--- src/rtl/dl_mem_arbiter.sv ---
// dl_mem_arbiter: shares one byte-wide memory port between ROM download
// writes (strict priority, one-entry holding buffer) and core reads.
//
// Optional feature macro: DL_CHECKSUM_EN (builds the dl_sum accumulator).
//
// Ports:
//   clk, reset          core clock, async active-high reset
//   dl_active           download in progress
//   dl_wr/addr/data     one-clock download byte write strobe + payload
//   core_req/addr       level-held read request
//   core_ack/q          one-clock read-complete pulse, read data (held)
//   core_hold           registered dl_active, halts the core
//   mem_addr/din/we/oe  memory controller pins
//   mem_dout            memory read data, valid RD_LAT clocks after oe rise
//   dl_overrun          sticky: a download byte was dropped
//   dl_sum              running download checksum (0 when disabled)
module dl_mem_arbiter #(
    parameter int AW     = 25,
    parameter int RD_LAT = 2
) (
    input  logic          clk,
    input  logic          reset,
    input  logic          dl_active,
    input  logic          dl_wr,
    input  logic [AW-1:0] dl_addr,
    input  logic [7:0]    dl_data,
    input  logic          core_req,
    input  logic [AW-1:0] core_addr,
    output logic          core_ack,
    output logic [7:0]    core_q,
    output logic          core_hold,
    output logic [AW-1:0] mem_addr,
    output logic [7:0]    mem_din,
    output logic          mem_we,
    output logic          mem_oe,
    input  logic [7:0]    mem_dout,
    output logic          dl_overrun,
    output logic [7:0]    dl_sum
);

    localparam logic [1:0] S_IDLE  = 2'd0;
    localparam logic [1:0] S_WRITE = 2'd1;
    localparam logic [1:0] S_READ  = 2'd2;
    localparam logic [1:0] S_ACK   = 2'd3;

    localparam logic [3:0] LAT_LAST = 4'(RD_LAT - 1);

    logic [1:0]    state;
    logic          pend;
    logic [AW-1:0] buf_addr;
    logic [7:0]    buf_data;
    logic [3:0]    lat_cnt;

    logic dl_rise;
    logic take_direct;
    logic consume;
    logic buf_load;
    logic buf_drop;

    assign dl_rise = dl_active & ~core_hold;

    // A byte is buffered whenever it is not written straight from IDLE.
    // The buffer is free if empty, or if IDLE is draining it this edge.
    always_comb begin
        take_direct = (state == S_IDLE) && !pend && dl_wr;
        consume     = (state == S_IDLE) && pend;
        buf_load    = dl_wr && !take_direct && (!pend || consume);
        buf_drop    = dl_wr && pend && !consume;
    end

    always_ff @(posedge clk or posedge reset) begin
        if (reset) begin
            state      <= S_IDLE;
            pend       <= 1'b0;
            buf_addr   <= '0;
            buf_data   <= 8'h00;
            lat_cnt    <= 4'd0;
            core_ack   <= 1'b0;
            core_q     <= 8'h00;
            core_hold  <= 1'b0;
            mem_addr   <= '0;
            mem_din    <= 8'h00;
            mem_we     <= 1'b0;
            mem_oe     <= 1'b0;
            dl_overrun <= 1'b0;
        end else begin
            core_hold <= dl_active;
            core_ack  <= 1'b0;
            mem_we    <= 1'b0;

            if (buf_load) begin
                buf_addr <= dl_addr;
                buf_data <= dl_data;
            end
            pend <= buf_load | (pend & ~consume);

            // a drop on the rise edge itself still flags
            if (dl_rise) dl_overrun <= 1'b0;
            if (buf_drop) dl_overrun <= 1'b1;

            case (state)
                S_IDLE: begin
                    if (pend) begin
                        state    <= S_WRITE;
                        mem_addr <= buf_addr;
                        mem_din  <= buf_data;
                        mem_we   <= 1'b1;
                    end else if (dl_wr) begin
                        state    <= S_WRITE;
                        mem_addr <= dl_addr;
                        mem_din  <= dl_data;
                        mem_we   <= 1'b1;
                    end else if (core_req && !core_hold) begin
                        state    <= S_READ;
                        mem_addr <= core_addr;
                        mem_oe   <= 1'b1;
                        lat_cnt  <= 4'd0;
                    end
                end
                S_WRITE: begin
                    state <= S_IDLE;
                end
                S_READ: begin
                    if (lat_cnt == LAT_LAST) begin
                        core_q   <= mem_dout;
                        mem_oe   <= 1'b0;
                        core_ack <= 1'b1;
                        state    <= S_ACK;
                    end else begin
                        lat_cnt <= lat_cnt + 4'd1;
                    end
                end
                S_ACK: begin
                    state <= S_IDLE;
                end
                default: begin
                    state <= S_IDLE;
                end
            endcase
        end
    end

`ifdef DL_CHECKSUM_EN
    logic [7:0] sum_q;

    // mem_din holds the byte being written throughout the WRITE cycle
    always_ff @(posedge clk or posedge reset) begin
        if (reset) begin
            sum_q <= 8'h00;
        end else begin
            sum_q <= (dl_rise ? 8'h00 : sum_q)
                   + ((state == S_WRITE) ? mem_din : 8'h00);
        end
    end

    assign dl_sum = sum_q;
`else
    assign dl_sum = 8'h00;
`endif

endmodule

--- config.mk ---
export PLATFORM = sky130hd
export DESIGN_NAME = dl_mem_arbiter
export DESIGN_NICKNAME = d
export VERILOG_FILES = /design/src/rtl/dl_mem_arbiter.sv
export SDC_FILE = /design/constraint.sdc
export NUM_CORES = 1
export LEC_CHECK = 0
export CAP_MARGIN = 25
export CORE_UTILIZATION = 48
export CTS_CLUSTER_DIAMETER = 60
export DETAILED_ROUTE_END_ITERATION = 8
export PLACE_DENSITY = 0.81
export SLEW_MARGIN = 20
export SYNTH_ARGS = -nofsm -noshare
export SYNTH_HDL_FRONTEND = slang
export SYNTH_SLANG_ARGS = --single-unit
--- constraint.sdc ---
create_clock -name clk -period 3.89 [get_ports clk]
set_clock_uncertainty 0.2 [all_clocks]
set_input_delay 0.5835 -clock clk [delete_from_list [all_inputs] [get_ports clk]]
set_output_delay 0.5835 -clock clk [all_outputs]
set_load 0.01 [all_outputs]
==> results of run 1 <==
## how the worst max path moves through the flow
stage                                   end  startpoint  cells past startpoint
floorplan           buf_addr[0]$_DFFE_PP0P_       reset                      1
global placement    buf_addr[7]$_DFFE_PP0P_       dl_wr                      5
detailed placement  mem_addr[8]$_DFFE_PP0P_       dl_wr                      4
CTS                 mem_addr[1]$_DFFE_PP0P_       dl_wr                      4
global route        buf_addr[3]$_DFFE_PP0P_       dl_wr                      5
finish              buf_addr[3]$_DFFE_PP0P_       dl_wr                      5
## per-layer routing
layer  global-route usage [%]  share of wire [%]  vias up
li1                         -                  -     1480
met4                     5.72               0.73        0
met3                     4.42                6.1        7
met2                     36.5                 49      105
met1                     28.6                 44     1549
met5                        0                  0        -
## sequential cells by signal, indices dropped and copies added, names as in the netlist, 2 cells and up
signal	count
mem_addr	25
mem_din	8
core_q	8
state	2
buf_data	8
lat_cnt	4
buf_addr	25
## final cells by class
cell class	instances	area, sq um
fillers	637	2780
inverters	30	114
flip-flops and latches	86	2150
repair buffers	122	1210
clock buffers	12	145
well taps	105	131
multi-input cells	216	1790
clock inverters	4	47.5
## logic make-up (layout without fill, tap and decap cells)
| logic type | count (synthesis) | in the layout |
|---|---|---|
| adder cells (fa/ha/maj) | 2 | 2 |
| AND/OR/NAND/NOR | 51 | 51 |
| AO/OA/AOI/OAI | 105 | 105 |
| other | 1 | 8 |
| multiplexers | 50 | 50 |
| buffers and inverters | 65 | 168 |
| flip-flops | 86 | 86 |
## critical path, cell delays in order
cell                      delay [ns]
sky130_fd_sc_hd__buf_2          0.74
sky130_fd_sc_hd__nand2_1        0.26
sky130_fd_sc_hd__mux2i_4        0.21
sky130_fd_sc_hd__buf_4          0.31
sky130_fd_sc_hd__mux2_2         0.37
## metrics by stage
step	setup slack, ns	total power [W]	hold WS, ns	area, sq um	util, %
finish	1.41	0.00437	0.301	5600	66.8
global route	1.26	0.00470	0.318	5600	66.8
CTS	1.41	0.00441	0.301	5590	66.7
detailed placement	1.05	0.00378	0.283	5400	64.4
global placement	1.11	0.00369	0.267	5400	64.4
floorplan	0.885	0.00303	0.258	4280	-
## power groups by stage
stage	clock network, W	logic, W	registers (W)
4_1_cts	0.000631	0.00212	0.00166
5_1_grt	0.000666	0.00231	0.00172
6_report	0.000615	0.00210	0.00166
3_3_place_gp	0	0.00204	0.00165
3_5_place_dp	0	0.00210	0.00168
2_1_floorplan	0	0.00136	0.00167
## layout by cell type (no fill, tap or decap), types with 3 or more instances in the layout
master,n
sky130_fd_sc_hd__nor2b_1,26
sky130_fd_sc_hd__buf_4,5
sky130_fd_sc_hd__inv_1,29
sky130_fd_sc_hd__clkinv_2,3
sky130_fd_sc_hd__nand2b_1,5
sky130_fd_sc_hd__o21ai_0,19
sky130_fd_sc_hd__clkdlybuf4s50_1,115
sky130_fd_sc_hd__a211o_1,25
sky130_fd_sc_hd__dfrtp_1,85
sky130_fd_sc_hd__o31ai_1,3
sky130_fd_sc_hd__nand2_1,4
sky130_fd_sc_hd__a21oi_1,26
sky130_fd_sc_hd__clkbuf_8,10
sky130_fd_sc_hd__mux2i_1,8
sky130_fd_sc_hd__a32o_1,25
sky130_fd_sc_hd__conb_1,8
sky130_fd_sc_hd__nand3_1,3
sky130_fd_sc_hd__mux2_2,29
sky130_fd_sc_hd__mux2_4,10
==> summary.md, run 1 <==
| Metric | Value |
|---|---|
| Number of buffers inserted for hold repair after clock tree synthesis | 0 |
| Fraction of synthesis flops using an asynchronous set or reset pin | 100% |
| Main combinational cell family by area after synthesis | compound AO/OA/AOI/OAI gates |
| Part of the power in combinational logic | between 40 and 50% |
| Routed length per instance | between 15 and 20 microns |
| Placed wire-length estimate after detailed placement | between 6000 and 7000 microns |
| Site row count | 33 |
| Register clock-pin slew on the reported worst setup and hold paths | 0.08 ns |
| Crit share post-route | between 60% and 70% |
| Vert. Die Dim | 96.2 microns |
| Starting utilization of the core area | between 50% and 60% |
| Rel. slew slack | ~34% |
| Pint | 0.00286 W |
| Final count of pins violating max slew | 0 |
| Seq/Total Area, Yosys | between 50% and 60% |
| Worst skew pair latency | between 0.3 and 0.4 ns |
| Number of buffers on the longest clock path | 2 |
| Remaining antenna violation count | 0 |
| Outcome | completed |
| # placed instances | roughly 560 |
| Critical setup path kind | in -> reg |
| Fin nets | ~540 |
| Post-synthesis cell area | 4260 sq um |
| Synthesized-area fraction occupied by ao, oa, aoi and oai cells | 18.3% |
| RSZ-0062 raised after global routing | false |
| Level count of the clock H-tree | 3 |
| Number of antenna violations at the first check in global routing | 0 |
| Number of input and output port buffers inserted | between 100 and 150 |
| Switching Power | 0.00152 W |
| Fmax | between 400 and 500 MHz |
| Share of total power consumed by net switching | between 30% and 40% |
| Reg-to-reg critical path startpoint | pend$_DFF_PP0_ |
| Proportion of synthesized area in mux cells | roughly 14% |
| Cell count of the worst reg-to-reg path | 5 |
| All-Layer GR Usage | between 20% and 30% |
| # clock sinks | 86 |
| Final worst path period need | approximately 2.5 ns |
| Max-cap violations | 0 |
| Simple-gate share of the synthesized area | 8.26% |
| Number of vias after detailed routing | between 3000 and 4000 |
| Diodes inserted | 0 |
| Die Area | 9250 sq um |
| Number of enable-type register cells in the synthesized netlist | 0 |
| Crit end category | register |
| Number of global-route vias before repair | approximately 3200 |
| Synth top area cells | sky130_fd_sc_hd__dfrtp_1 (51%), sky130_fd_sc_hd__mux2_2 (7.7%), sky130_fd_sc_hd__a32o_1 (5.9%), sky130_fd_sc_hd__a211o_1 (5.1%), sky130_fd_sc_hd__nor2b_1 (3.8%) |
| Flops & latches, synth | 86 |
| Endpoint of the worst register-to-register path | mem_addr[24]$_DFFE_PP0P_ |
| Highest fanout seen on the critical path | 55 |
| Final wirelength | ~9400 microns |
| Setup TNS after final layout | 0 ns |
| Final count of negative-setup-slack endpoints | 0 |
| Post-cts sizing count | 0 |
| Buffer cell driving the clock tree root | sky130_fd_sc_hd__clkbuf_8 |
| Data arrival time at the worst-slack endpoint | 2.49 ns |
| Data required time of the worst path | roughly 3.9 ns |
| Post-synthesis to final-layout area growth | 31.5% |
| TritonCTS Buffers | 9 |
| Average via count per standard cell | approximately 5.5 |
| Share of final-layout standard cells stronger than drive strength 1 | between 10% and 20% |
| Startpoint types | input port |
| Clock power frac | 14.1% |
| Cell variety after synth | 39 |
| Clock tree from TritonCTS | built |
| Share of total power in sequential cells | 38.0% |
| Horiz. Die Dim | between 90 and 100 microns |
| Post-Synth XOR/XNOR Area | 0% |
| Violation count after the first detailed-routing iteration | 137 |
| Avg Inst Size Synth | roughly 12 sq um |
| Global route total overflow | 0 |
| Leading cell types by count after synthesis | sky130_fd_sc_hd__dfrtp_1 (86), sky130_fd_sc_hd__inv_1 (30), sky130_fd_sc_hd__mux2_2 (29) |
| Synth Area in Adders | 0.588% |
| Core Area | ~8400 sq um |
| Cell with the most instances after synthesis | sky130_fd_sc_hd__dfrtp_1 |
| R2r setup slk | approximately 1.4 ns |
| Largest net degree at the start of global routing | 56 |
| Portion of synthesized cell area occupied by the leading cell type | 50.6% |
| Worst vdd rail ir drop | between 300 and 400 uV |
| Number of I/O pins | 125 |
| Power per standard cell area | approximately 800 nW/um^2 |
| Routability cong. | 0.744 |
| Main flop type after synthesis | sky130_fd_sc_hd__dfrtp_1 |
| Syn Inst Count | between 300 and 400 |
| Hold-critical path endpoint | buf_addr[18]$_DFFE_PP0P_ |
| Worst hold stages | 1 |
| Static Leak | 2.45 nW |
| Worst-margin pin slew | ~1 ns |
| Hold path start | buf_addr[18]$_DFFE_PP0P_ |
| Worst min-delay path category | reg -> reg |
| Finished Layout Cells | ~580 |
| Yosys Warn Count | 0 |
| Initial DRT Pass Iterations | 4 |
| Wire length of the first global-routing pass | approximately 15000 microns |
| Buffer count from post-CTS setup fixing | 0 |
| Total count of hold-check failures in the final report | 0 |
| Largest area contributor in the synthesized netlist | sky130_fd_sc_hd__dfrtp_1 |
| DRC violations left | 0 |
No activity file was read; power rests on OpenSTA's default activity.
==> run 2: changes to the inputs <==
==> constraint.sdc (replaced) <==
create_clock -name clk -period 2.36 [get_ports clk]
set_clock_uncertainty 0.2 [all_clocks]
set_input_delay 0.354 -clock clk [delete_from_list [all_inputs] [get_ports clk]]
set_output_delay 0.354 -clock clk [all_outputs]
set_load 0.01 [all_outputs]
==> summary.md, run 2 (synthesized netlist as in run 1, its figures left out) <==
| Metric | Value |
|---|---|
| Average via count per standard cell | 5.45 (was 5.46) |
| Initial DRT Pass Iterations | 4 (unchanged) |
| Final wirelength | 9500 microns (was 9370 microns) |
| Clock tree from TritonCTS | built (unchanged) |
| Crit share post-route | just under 90% |
| Site row count | 33 (unchanged) |
| Starting utilization of the core area | 50.8% (unchanged) |
| # clock sinks | 86 (unchanged) |
| Vert. Die Dim | 96.2 microns (unchanged) |
| Placed wire-length estimate after detailed placement | 6500 microns (was 6480 microns) |
| Outcome | completed (unchanged) |
| Final count of negative-setup-slack endpoints | 0 (unchanged) |
| Most common cell after layout, fill and taps aside | sky130_fd_sc_hd__clkdlybuf4s50_1 (unchanged) |
| Highest fanout seen on the critical path | 19 (was 55) |
| Final count of pins violating max slew | 0 (unchanged) |
| Highest-count cells in the layout ignoring fill and taps | sky130_fd_sc_hd__clkdlybuf4s50_1 (115), sky130_fd_sc_hd__dfrtp_1 (85), sky130_fd_sc_hd__mux2_2 (29), sky130_fd_sc_hd__inv_1 (29) (unchanged) |
| Max-cap violations | 0 (unchanged) |
| Worst min-delay path category | in -> async (was reg -> reg) |
| Final hold slack | 0.201 ns (was 0.301 ns) |
| Number of I/O pins | 125 (unchanged) |
| Worst skew pair latency | 0.34 ns (about the same) |
| Diodes inserted | 0 (unchanged) |
| Timing endpoint of the critical path | buf_addr[3]$_DFFE_PP0P_ (unchanged) |
| All-Layer GR Usage | 21.6% (was 21.7%) |
| Startpoint types | register (was input port) |
| Register clock-pin slew on the reported worst setup and hold paths | 0.08 ns (about the same) |
| Endpoint of the worst register-to-register path | buf_addr[3]$_DFFE_PP0P_ (was mem_addr[24]$_DFFE_PP0P_) |
| Worst-margin pin slew | 0.670 ns (was 0.995 ns) |
| Cell count of the worst reg-to-reg path | 4 (was 5) |
| Largest net degree at the start of global routing | 51 (was 56) |
| Buffer cell driving the clock tree root | sky130_fd_sc_hd__clkbuf_8 (unchanged) |
| Rel. slew slack | 55.4% (was 33.6%) |
| Min setup slack post-route | 0.269 ns (was 1.41 ns) |
| Data required time of the worst path | 2.39 ns (was 3.91 ns) |
| R2r setup slk | 0.27 ns (was 1.44 ns) |
| RSZ-0062 raised after global routing | false (unchanged) |
| Pre-CTS setup slack | 0.268 ns (was 1.05 ns) |
| Die Area | 9250 sq um (unchanged) |
| Fin nets | 541 (was 538) |
| Crit end category | register (unchanged) |
| Routed length per instance | 16.4 microns (was 16.3 microns) |
| Post-synthesis to final-layout area growth | 33.2% (was 31.5%) |
| Core Area | 8380 sq um (unchanged) |
| Number of vias after detailed routing | 3148 (was 3141) |
| Wire length of the first global-routing pass | 15200 microns (was 15400 microns) |
| Remaining antenna violation count | 0 (unchanged) |
| Number of global-route vias before repair | 3143 (was 3195) |
| Setup crit start | state[1]$_DFFE_PP0P_ (was dl_wr) |
| Reg-to-reg critical path startpoint | state[1]$_DFFE_PP0P_ (was pend$_DFF_PP0_) |
| Final worst path period need | 2.09 ns |
| Number of antenna violations at the first check in global routing | 0 (unchanged) |
| Worst vdd rail ir drop | 606 uV (was 387 uV) |
| Critical setup path kind | reg -> reg (was in -> reg) |
| Fmax | about 480 MHz |
| Number of buffers inserted for hold repair after clock tree synthesis | 0 (unchanged) |
| Post-cts sizing count | 0 (unchanged) |
| Data arrival time at the worst-slack endpoint | 2.12 ns (was 2.49 ns) |
| TritonCTS Buffers | 9 (unchanged) |
| Layout Utilization | 67.7% (was 66.8%) |
| Violation count after the first detailed-routing iteration | 170 (was 137) |
| Buffer count from post-CTS setup fixing | 0 (unchanged) |
| Total count of hold-check failures in the final report | 0 (unchanged) |
| Number of input and output port buffers inserted | 116 (unchanged) |
| Power per standard cell area | 1310 nW/um^2 (was 781 nW/um^2) |
| Routability cong. | 0.728 (was 0.744) |
| Static Leak | 2.48 nW (was 2.45 nW) |
| Horiz. Die Dim | 96.2 microns (unchanged) |
| Global route total overflow | 0 (unchanged) |
| Setup TNS after final layout | 0 ns (unchanged) |
| Share of final-layout standard cells stronger than drive strength 1 | 15.6% (was 15.1%) |
| Level count of the clock H-tree | 3 (unchanged) |
| Number of buffers on the longest clock path | 2 (unchanged) |
| Largest registers | buf_addr x25, mem_addr x25 (unchanged) |
| DRC violations left | 0 (unchanged) |
| Number of fillers in the final layout | 653 (was 637) |
## run 2: cell count changes in the layout (fill, tap and decap cells not counted), sizes merged
cell,before,now
buf,7,10
bufinv,1,2
clkbuf,12,13
clkinv,3,0
clkinvlp,1,2
## run 2: critical path, cell delays in order, from the launching register on
cell	delay [ns]
sky130_fd_sc_hd__dfrtp_1	0.57
sky130_fd_sc_hd__nor2_8	0.24
sky130_fd_sc_hd__mux2i_4	0.25
sky130_fd_sc_hd__buf_4	0.33
sky130_fd_sc_hd__mux2_2	0.38
## run 2: metrics by stage
step | instances | area [sq um] | total power, W
final | 578 | 5670 | 0.00741
after global routing | 578 | 5670 | 0.00791
after CTS | 578 | 5670 | 0.00747
after detailed placement | 562 | 5440 | 0.00630
after global placement | 561 | 5430 | 0.00610
after floorplan | 367 | 4290 | 0.00499
## run 2: how the worst min path moves through the flow
| stage | endpoint | slack, ns | cells past startpoint |
|---|---|---|---|
| after floorplan | core_hold$_DFF_PP0_ | 0.19 | 0 |
| after global placement | buf_addr[1]$_DFFE_PP0P_ | 0.27 | 1 |
| after detailed placement | buf_addr[1]$_DFFE_PP0P_ | 0.28 | 1 |
| after CTS | pend$_DFF_PP0_ | 0.20 | 3 |
| after global routing | mem_din[0]$_DFFE_PP0P_ | 0.23 | 2 |
| final | mem_din[0]$_DFFE_PP0P_ | 0.20 | 2 |
## run 2: power by group
group          internal [W]  switching (W)
clock network      0.000656       0.000509
logic               0.00201        0.00157
registers           0.00221       0.000462
## run 2: final cells by class
class,count,area (sq um),share of cell area [%]
Clock buffer,13,159,2.80
Timing Repair Buffer,125,1260,22.2
Clock inverter,3,67.6,1.19
Inverter,30,116,2.05
Sequential cell,86,2150,38.0
Multi-Input combinational cell,216,1790,31.5
Tap cell,105,131,2.32
## run 2: routing by layer
metal,up-vias,GRT usage [%],routed length (microns)
li1,1491,-,-
met1,1556,28.3,4230
met2,93,36.5,4690
met3,8,4.19,502
met4,0,5.72,80
met5,-,0,0
